### src/rtl/dispatch_ctrl.sv
// ----------------------------------------------------------------------------
// dispatch_ctrl
//   Dispatch stage between instruction decode and the out-of-order back end.
//   Accepts one decoded instruction per cycle, allocates a ROB tag for it,
//   checks reservation-station credits for its unit class and emits a
//   registered dispatch pulse. SYSTEM instructions are serialized (they wait
//   for an empty ROB and block everything behind them until they retire), and
//   a mispredict flush rewinds the ROB tail and restores all credits.
//
// Ports
//   clk, reset_n           clock (rising edge), asynchronous active-low reset
//   in_valid/in_unit/      decoded instruction from decode; in_unit is
//   in_ctrl                0 ALU, 1 LSU, 2 BRANCH, 3 SYSTEM
//   in_ready               instruction accepted this cycle (combinational)
//   disp_valid/unit/tag/   registered dispatch; unit/tag/ctrl hold their last
//   disp_ctrl              values while disp_valid is low
//   credit_ret[2:0]        credit return pulses: [0] ALU, [1] LSU, [2] BRANCH
//   commit_valid           oldest ROB entry retires
//   flush, flush_tag       mispredict flush; flush_tag is the youngest kept
//   rob_count, rob_full    ROB occupancy
//   serial_busy            waiting for the ROB to drain around a SYSTEM op
// ----------------------------------------------------------------------------
module dispatch_ctrl #(
    parameter int ROB_DEPTH   = 16,
    parameter int TAG_W       = 4,
    parameter int CTRL_W      = 64,
    parameter int ALU_CREDITS = 4,
    parameter int LSU_CREDITS = 4,
    parameter int BR_CREDITS  = 2,
    parameter int RECOVER_CYC = 2
) (
    input  logic              clk,
    input  logic              reset_n,
    input  logic              in_valid,
    input  logic [1:0]        in_unit,
    input  logic [CTRL_W-1:0] in_ctrl,
    output logic              in_ready,
    output logic              disp_valid,
    output logic [1:0]        disp_unit,
    output logic [TAG_W-1:0]  disp_tag,
    output logic [CTRL_W-1:0] disp_ctrl,
    input  logic [2:0]        credit_ret,
    input  logic              commit_valid,
    input  logic              flush,
    input  logic [TAG_W-1:0]  flush_tag,
    output logic [TAG_W:0]    rob_count,
    output logic              rob_full,
    output logic              serial_busy
);

    localparam int CRED_MAX_AL = (ALU_CREDITS > LSU_CREDITS) ? ALU_CREDITS : LSU_CREDITS;
    localparam int CRED_MAX    = (CRED_MAX_AL > BR_CREDITS) ? CRED_MAX_AL : BR_CREDITS;
    localparam int CRED_W      = $clog2(CRED_MAX + 1);
    localparam logic [TAG_W:0] DEPTH_C = (TAG_W+1)'(ROB_DEPTH);

    typedef enum logic [1:0] {
        ST_RUN         = 2'd0,
        ST_SERIAL_WAIT = 2'd1,
        ST_RECOVER     = 2'd2
    } state_t;

    state_t           state_reg;
    logic [2:0]       recov_cnt_reg;
    logic [TAG_W-1:0] head_reg;
    logic [TAG_W-1:0] tail_reg;
    logic [TAG_W:0]   count_reg;

    logic             disp_valid_reg;
    logic [1:0]       disp_unit_reg;
    logic [TAG_W-1:0] disp_tag_reg;
    logic [CTRL_W-1:0] disp_ctrl_reg;

    // Bit 3 (SYSTEM) never has credits; it keeps the class index in range.
    logic [3:0]       credit_ok;
    logic             is_system;
    logic             class_ok;
    logic             accept;
    logic [TAG_W-1:0] keep_span;

    assign credit_ok[3] = 1'b0;
    assign is_system    = (in_unit == 2'd3);

    // ------------------------------------------------------------------
    // Per-class reservation-station credit counters
    // ------------------------------------------------------------------
    generate
        for (genvar gi = 0; gi < 3; gi++) begin : g_credit
            localparam int MAXC = (gi == 0) ? ALU_CREDITS :
                                  (gi == 1) ? LSU_CREDITS : BR_CREDITS;
            logic [CRED_W-1:0] credit_reg;
            logic              take;
            logic              give;

            assign take = accept && (in_unit == 2'(gi));
            assign give = credit_ret[gi];

            always_ff @(posedge clk or negedge reset_n) begin
                if (!reset_n) begin
                    credit_reg <= CRED_W'(MAXC);
                end else if (flush) begin
                    // Everything younger than the branch is gone from the
                    // stations, so every credit comes back at once.
                    credit_reg <= CRED_W'(MAXC);
                end else if (take && !give) begin
                    credit_reg <= credit_reg - 1'b1;
                end else if (give && !take) begin
                    if (credit_reg != CRED_W'(MAXC)) begin
                        credit_reg <= credit_reg + 1'b1;
                    end
                end
            end

            assign credit_ok[gi] = (credit_reg != '0);

            // A return while already at max means the back end lost track.
            a_credit_ovf : assert property (@(posedge clk) disable iff (!reset_n)
                !(give && !take && !flush && credit_reg == CRED_W'(MAXC)));
        end
    endgenerate

    // ------------------------------------------------------------------
    // Acceptance
    // ------------------------------------------------------------------
    always_comb begin
        class_ok = 1'b0;
        if (is_system) begin
            class_ok = (count_reg == '0);
        end else begin
            class_ok = (count_reg < DEPTH_C) && credit_ok[in_unit];
        end
    end

    assign in_ready = (state_reg == ST_RUN) && !flush && class_ok;
    assign accept   = in_valid && in_ready;

    // Entries kept on a flush run from head up to and including flush_tag.
    assign keep_span = flush_tag - head_reg;

    // ------------------------------------------------------------------
    // ROB pointers and occupancy
    // ------------------------------------------------------------------
    always_ff @(posedge clk or negedge reset_n) begin
        if (!reset_n) begin
            head_reg  <= '0;
            tail_reg  <= '0;
            count_reg <= '0;
        end else if (flush) begin
            tail_reg  <= flush_tag + 1'b1;
            count_reg <= {1'b0, keep_span} + 1'b1;
        end else begin
            if (accept) begin
                tail_reg <= tail_reg + 1'b1;
            end
            if (commit_valid) begin
                head_reg <= head_reg + 1'b1;
            end
            case ({accept, commit_valid})
                2'b10:   count_reg <= count_reg + 1'b1;
                2'b01:   count_reg <= count_reg - 1'b1;
                default: count_reg <= count_reg;
            endcase
        end
    end

    // ------------------------------------------------------------------
    // Dispatch output registers. accept is already low in a flush cycle,
    // so no dispatch can follow a flush.
    // ------------------------------------------------------------------
    always_ff @(posedge clk or negedge reset_n) begin
        if (!reset_n) begin
            disp_valid_reg <= 1'b0;
            disp_unit_reg  <= '0;
            disp_tag_reg   <= '0;
            disp_ctrl_reg  <= '0;
        end else begin
            disp_valid_reg <= accept;
            if (accept) begin
                disp_unit_reg <= in_unit;
                disp_tag_reg  <= tail_reg;
                disp_ctrl_reg <= in_ctrl;
            end
        end
    end

    // ------------------------------------------------------------------
    // Control FSM
    // ------------------------------------------------------------------
    always_ff @(posedge clk or negedge reset_n) begin
        if (!reset_n) begin
            state_reg     <= ST_RUN;
            recov_cnt_reg <= '0;
        end else if (flush) begin
            state_reg     <= ST_RECOVER;
            recov_cnt_reg <= 3'(RECOVER_CYC - 1);
        end else begin
            case (state_reg)
                ST_RUN: begin
                    // A SYSTEM op either waits for the drain or, if the ROB is
                    // already empty, is accepted and then waits for itself.
                    if (in_valid && is_system) begin
                        state_reg <= ST_SERIAL_WAIT;
                    end
                end
                ST_SERIAL_WAIT: begin
                    if (count_reg == '0) begin
                        state_reg <= ST_RUN;
                    end
                end
                ST_RECOVER: begin
                    if (recov_cnt_reg == '0) begin
                        state_reg <= ST_RUN;
                    end else begin
                        recov_cnt_reg <= recov_cnt_reg - 1'b1;
                    end
                end
                default: state_reg <= ST_RUN;
            endcase
        end
    end

    assign disp_valid  = disp_valid_reg;
    assign disp_unit   = disp_unit_reg;
    assign disp_tag    = disp_tag_reg;
    assign disp_ctrl   = disp_ctrl_reg;
    assign rob_count   = count_reg;
    assign rob_full    = (count_reg == DEPTH_C);
    assign serial_busy = (state_reg == ST_SERIAL_WAIT);

endmodule

### config.mk
export PLATFORM = sky130hd
export DESIGN_NAME = dispatch_ctrl
export DESIGN_NICKNAME = d
export VERILOG_FILES = /design/src/rtl/dispatch_ctrl.sv
export SDC_FILE = /design/constraint.sdc
export NUM_CORES = 1
export LEC_CHECK = 0
export CORE_UTILIZATION = 41
export CTS_CLUSTER_DIAMETER = 200
export DETAILED_ROUTE_END_ITERATION = 6
export DONT_BUFFER_PORTS = 1
export PLACE_DENSITY = 0.58
export SLEW_MARGIN = 5
export SYNTH_ARGS = -nofsm -noshare
export SYNTH_HDL_FRONTEND = slang
export SYNTH_SLANG_ARGS = --single-unit
### constraint.sdc
create_clock -name clk -period 8.9 [get_ports clk]
set_input_delay 1.335 -clock clk [delete_from_list [all_inputs] [get_ports clk]]
set_output_delay 1.335 -clock clk [all_outputs]
set_load 0.005 [all_outputs]
## Yosys cells after proc, flatten, opt, wreduce, memory -nomap -nowiden

Index checks and enable logic that the tools add are counted.

- Register bits: 98
- Input port bits: 78
- Word-level logic and storage cells: 114

- Muxes and demuxes: 27
- Equal/unequal tests: 15
- Bitwise operators: 1
- Add/subtract/negate cells: 14
- $lt $le $gt $ge: 2
- Reductions and logical operators: 43

Operators by type and width:

| cell | count |
|---|---|
| 3-bit 2-to-1 mux | 15 |
| 3-bit nonzero test | 10 |
| 1-bit logical AND | 14 |
| 4-bit by 1-bit adder with 4-bit output, second input constant | 3 |
| 3-bit by 1-bit subtractor with 3-bit output, second input constant | 4 |
| 5-bit one-hot mux with 2 select lines | 1 |
| 2-bit AND reduction | 5 |
| 3-bit by 1-bit adder with 3-bit output, second input constant | 3 |
| 3-bit by 2-bit != test with 1-bit output, second input constant | 3 |
| 3-bit != test, second input constant | 3 |
| 2-bit == test, second input constant | 4 |
| 2-bit 2-to-1 mux | 4 |
| 4-bit 2-to-1 mux | 2 |
| 1-bit zero test | 7 |
| 2-bit by 1-bit == test with 1-bit output, second input constant | 3 |
| 2-bit one-hot mux with 3 select lines | 1 |
| 4-bit by 1-bit adder with 5-bit output, second input constant | 1 |
| 5-bit by 1-bit adder with 5-bit output, second input constant | 1 |
| 5-bit == test, second input constant | 1 |
| 5-bit zero test | 1 |
| 5-bit < comparator, second input constant | 1 |
| 5-bit 2-to-1 mux | 1 |
| 5-bit by 1-bit subtractor with 5-bit output, second input constant | 1 |
| 2-bit zero test | 2 |
| other kinds (9) | 11 |

## Depth between registers and ports, before layout

- Depth after elaboration: 13
- Mapped depth: 12

## Worst setup path before layout

OpenSTA, ideal clock, no wires.

- Kind: input port to flip-flop
- From: input flush
- To: register count_reg[4] (netlist: rob_count[4])
- Arrival time: 3.884 ns
- Setup time: 0.128 ns
- Path buffers: 2
- Stages: 12
- Setup slack: 4.888 ns
- Cells stage by stage: buf_6 -> or4_4 -> nor2_1 -> o21ai_1 -> clkbuf_1 -> and2_1 -> ha_1 -> a21oi_1 -> and3b_1 -> o21ai_0 -> o221ai_1 -> a21oi_1

- Cells in the longest elaborated chain, start to end: 7

RTL lines:

| item | RTL line | source |
|---|---|---|
| start: declaration | 44 | `input logic flush,` |
| 1-bit zero test | 133 | `assign in_ready = (state_reg == ST_RUN) && !flush && class_ok;` |
| 1-bit logical AND (2 in a row) | 133 |  |
| 1-bit logical AND | 134 | `assign accept = in_valid && in_ready;` |
| 2-bit by 1-bit == test with 1-bit output or 2-bit == test (tied branches) | 157 | `case ({accept, commit_valid})` |
| 5-bit one-hot mux with 2 select lines | 157 |  |
| 5-bit 2-to-1 mux | 147 | `end else if (flush) begin` |
| end signal: assignment | 149 | `count_reg <= {1'b0, keep_span} + 1'b1;` |
| end signal: assignment | 158 | `2'b10: count_reg <= count_reg + 1'b1;` |
| end signal: assignment | 159 | `2'b01: count_reg <= count_reg - 1'b1;` |
| end: declaration | 66 | `logic [TAG_W:0] count_reg;` |

Several ways; a longest one is shown, not always the timed one.
A chain may end at the register's enable or synchronous reset.

## Worst setup path in the final report

- From: input flush
- To: register disp_ctrl_reg[11] (netlist: disp_ctrl[11])

- Cells in the longest elaborated chain, start to end: 4

RTL lines:

| item | RTL line | source |
|---|---|---|
| 1-bit zero test | 133 |  |
| 1-bit logical AND (2 in a row) | 133 |  |
| 1-bit logical AND | 134 |  |
| end signal: assignment | 180 | `disp_ctrl_reg <= in_ctrl;` |
| end: declaration | 71 | `logic [CTRL_W-1:0] disp_ctrl_reg;` |

Every way passes these cells.

==> impl_results.md <==
- Starting Density: 41.97%
- Routed len/inst: 15.48 um
- Crit-path cells: or4_4, nor2_1, o21ai_4, buf_4, inv_2, buf_4, nand2_1, nand2_1
- Clock Tree Buf Depth: 2
- Mapped cell area: 4772 um2
- Via density per instance: 5.137
- Synth area leaders: dfrtp_1 (50%), nand2_1 (17%), ha_1 (2.9%)
- Clk root buf: clkbuf_16
- Netlist cell types: 56
- # rows: 39
- Setup Buffers After CTS: 0
- Total congestion overflow: 0
- Post-synth EDFFs: 0
- Antenna diodes: 0
- FF-to-FF Start: rob_count[1]
- Post-route cell area: 5155 um2
- Hold slack: 0.5023 ns
- Chip width: 109.9 um
- Power density cells: 298.3 nW/um2
- CP required: 9.17 ns
- Placed Cells: 650
- Pre-antenna DRT Iters: 4
- Buf/Inv on CP: 3
- Share of the synthesized area in the top cell type: 49.82%
- Hold path start: disp_ctrl[44]
- Iteration-0 DRC Markers: 259
- Cell taking the most area after synthesis: dfrtp_1
- Worst Setup Path Type: in -> reg
- Post-synthesis async set-or-reset flop share: 100.0%
- Syn Area/Cell: 9.004 um2
- Area after DPL: 4866 um2
- Sink Count: 98
- Min setup slack post-route: 5.239 ns
- CP Max Fanout: 72
- Kind of cell adding the most delay to the critical path: buffers and inverters
- Max reg flops: 64
- Cell count after synthesis: 530
- CP startpoint: flush
- Period utilization: 41.13%
- TritonCTS clock tree: built
- Die area: 12070 um2
- CP max stage delay: 0.55 ns
- Dpl hpwl: 7150 um
- Initial antenna violation count: 0
- Slowest cell on the critical path: or4_4
- Max-cap viol count: 0
- Setup WS pre-CTS: 4.847 ns
- Post-CTS Resized: 0
- Flop and latch count out of synthesis: 98
- # setup viols final: 0
- Worst EP arrival: 3.93 ns
- Peak Freq: 0.2732 GHz
- Synth Flop Type: dfrtp_1
- CTS Buf Count: 9
- Reg clk slew, reported paths: 0.07 ns
- Net Count, Synth: 624
- Final #Nets: 612
- Final Wtd Congestion: 0.7499
- Final ANT Viol Nets: 0
- Setup TNS: 0 ns
- RSZ-0062 raised after global routing: false
- Tot GR Track Use: 16.92%
- P&R area growth vs syn: 8.023%
- Largest net degree at the start of global routing: 99
- DR vias: 3421
- Worst-margin pin slew: 0.7418 ns
- DRC: 0
- Worst vdd ir: 0.1490 mV
- Status: finished clean
- Tightest Hold Check Type: reg -> reg
- Placeable Area: 11370 um2
- # H-tree levels: 3
- Most frequent cell after synthesis: nand2_1
- Final WL: 10310 um
- # port buffers: 0
- First-pass GRT wire length: 15650 um
- Hold buffers post-CTS: 0
- CP Launch Type: input port
- Worst setup EP type: register
- Ys Warns: 0
- Die Y: 109.9 um
- Ports: 157
- Max-slew headroom: 50.55%
- Worst-case clock skew: 0.009309 ns
- Sequential fraction of the synthesis area: 51.47%
- Post-synth top cells: nand2_1 (221), dfrtp_1 (95), nor2_1 (20)
- Fin cells: 666
- Number of global-route vias before repair: 3241
- Final hold vios: 0
- Max-slew violation count: 0
- Post-layout min period: 3.661 ns
- P_leak: 0.002569 uW
- Share of cells above drive strength 1: 5.354%
- Clock Latency Late Sink: 0.34 ns
-- per-layer routing --
layer,up-vias,part of all wire [%],GRT usage (%),wire length [um]
met5,-,0,0,0
met4,0,1.2,5.524,127
met3,9,9.0,5.750,928
met2,104,47,28.44,4888
met1,1610,42,20.22,4367
li1,1698,-,-,-
-- worst paths after layout --
path                                              to  slack, ns  depth (start not counted)
setup reg to reg                       disp_ctrl[11]       5.57                          8
hold reg to reg                        disp_ctrl[44]       0.50                          2
max in group asynchronous  g_credit[1].credit_reg[2]       8.01                          0
hold / removal                         disp_ctrl[44]       0.50                          2
setup / recovery                       disp_ctrl[11]       5.24                          8
min in group asynchronous              disp_ctrl[41]       0.68                          0
-- worst register-to-register path: stages (launching register included) --
cell and delay, ns:
dfrtp_1 0.48, or4_1 0.64, o2bb2ai_1 0.45, o21ai_4 0.10
buf_4 0.36, inv_2 0.47, buf_4 0.55, nand2_1 0.14
nand2_1 0.08
-- through the flow --
stage | total power [uW] | util [%]
2_1_floorplan | 1072 | -
3_3_place_gp | 1161 | 42.80
3_5_place_dp | 1179 | 42.80
4_1_cts | 1561 | 45.34
5_1_grt | 1669 | 45.34
6_report | 1538 | 45.34
-- kinds of logic after synthesis --
| kind of cell | Yosys count | synth area share (%) |
|---|---|---|
| AOI/OAI and AO/OA | 53 | 7.709 |
| xor gates and xnor gates | 21 | 4.431 |
| adders and majority gates | 16 | 4.982 |
| buffers and inverters | 46 | 3.985 |
| DFF | 98 | 51.47 |
| muxes | 11 | 2.412 |
| and+or+nand+nor | 285 | 25.01 |
-- where the power goes --
group | total [uW] | switching [uW] | leakage [uW] | internal, uW
registers | 790 | 161 | 0.00124 | 630
clock network | 374 | 174 | 0.000129 | 200
logic | 373 | 197 | 0.00120 | 177
-- placed cells by master, fill, tap and decap left out, types with 3 or more instances in the layout --
cell type	count
nand3b_1	3
a21oi_1	10
dfrtp_1	95
and3_1	5
o211ai_1	4
o21ai_0	9
or3_1	4
nor3_1	6
clkbuf_16	9
nand2_1	221
clkinvlp_4	4
nand3_1	5
nor2_1	20
xnor2_1	9
a211oi_1	4
mux2i_1	7
a21o_1	3
inv_1	19
nor3b_1	5
ha_1	11
dfstp_2	3
nor2b_1	3
fa_1	5
mux2_2	4
xor2_1	10
-- layout make-up --
type	instances	area [um2]
repair buffers	2	15.01
clock inverters	6	50.05
inverters	21	78.83
multi-input cells	386	2137
clock buffers	10	239.0
fillers	1131	6215
flip-flops and latches	98	2456
well taps	143	178.9
Note: power is estimated with default switching activity, not from simulation.
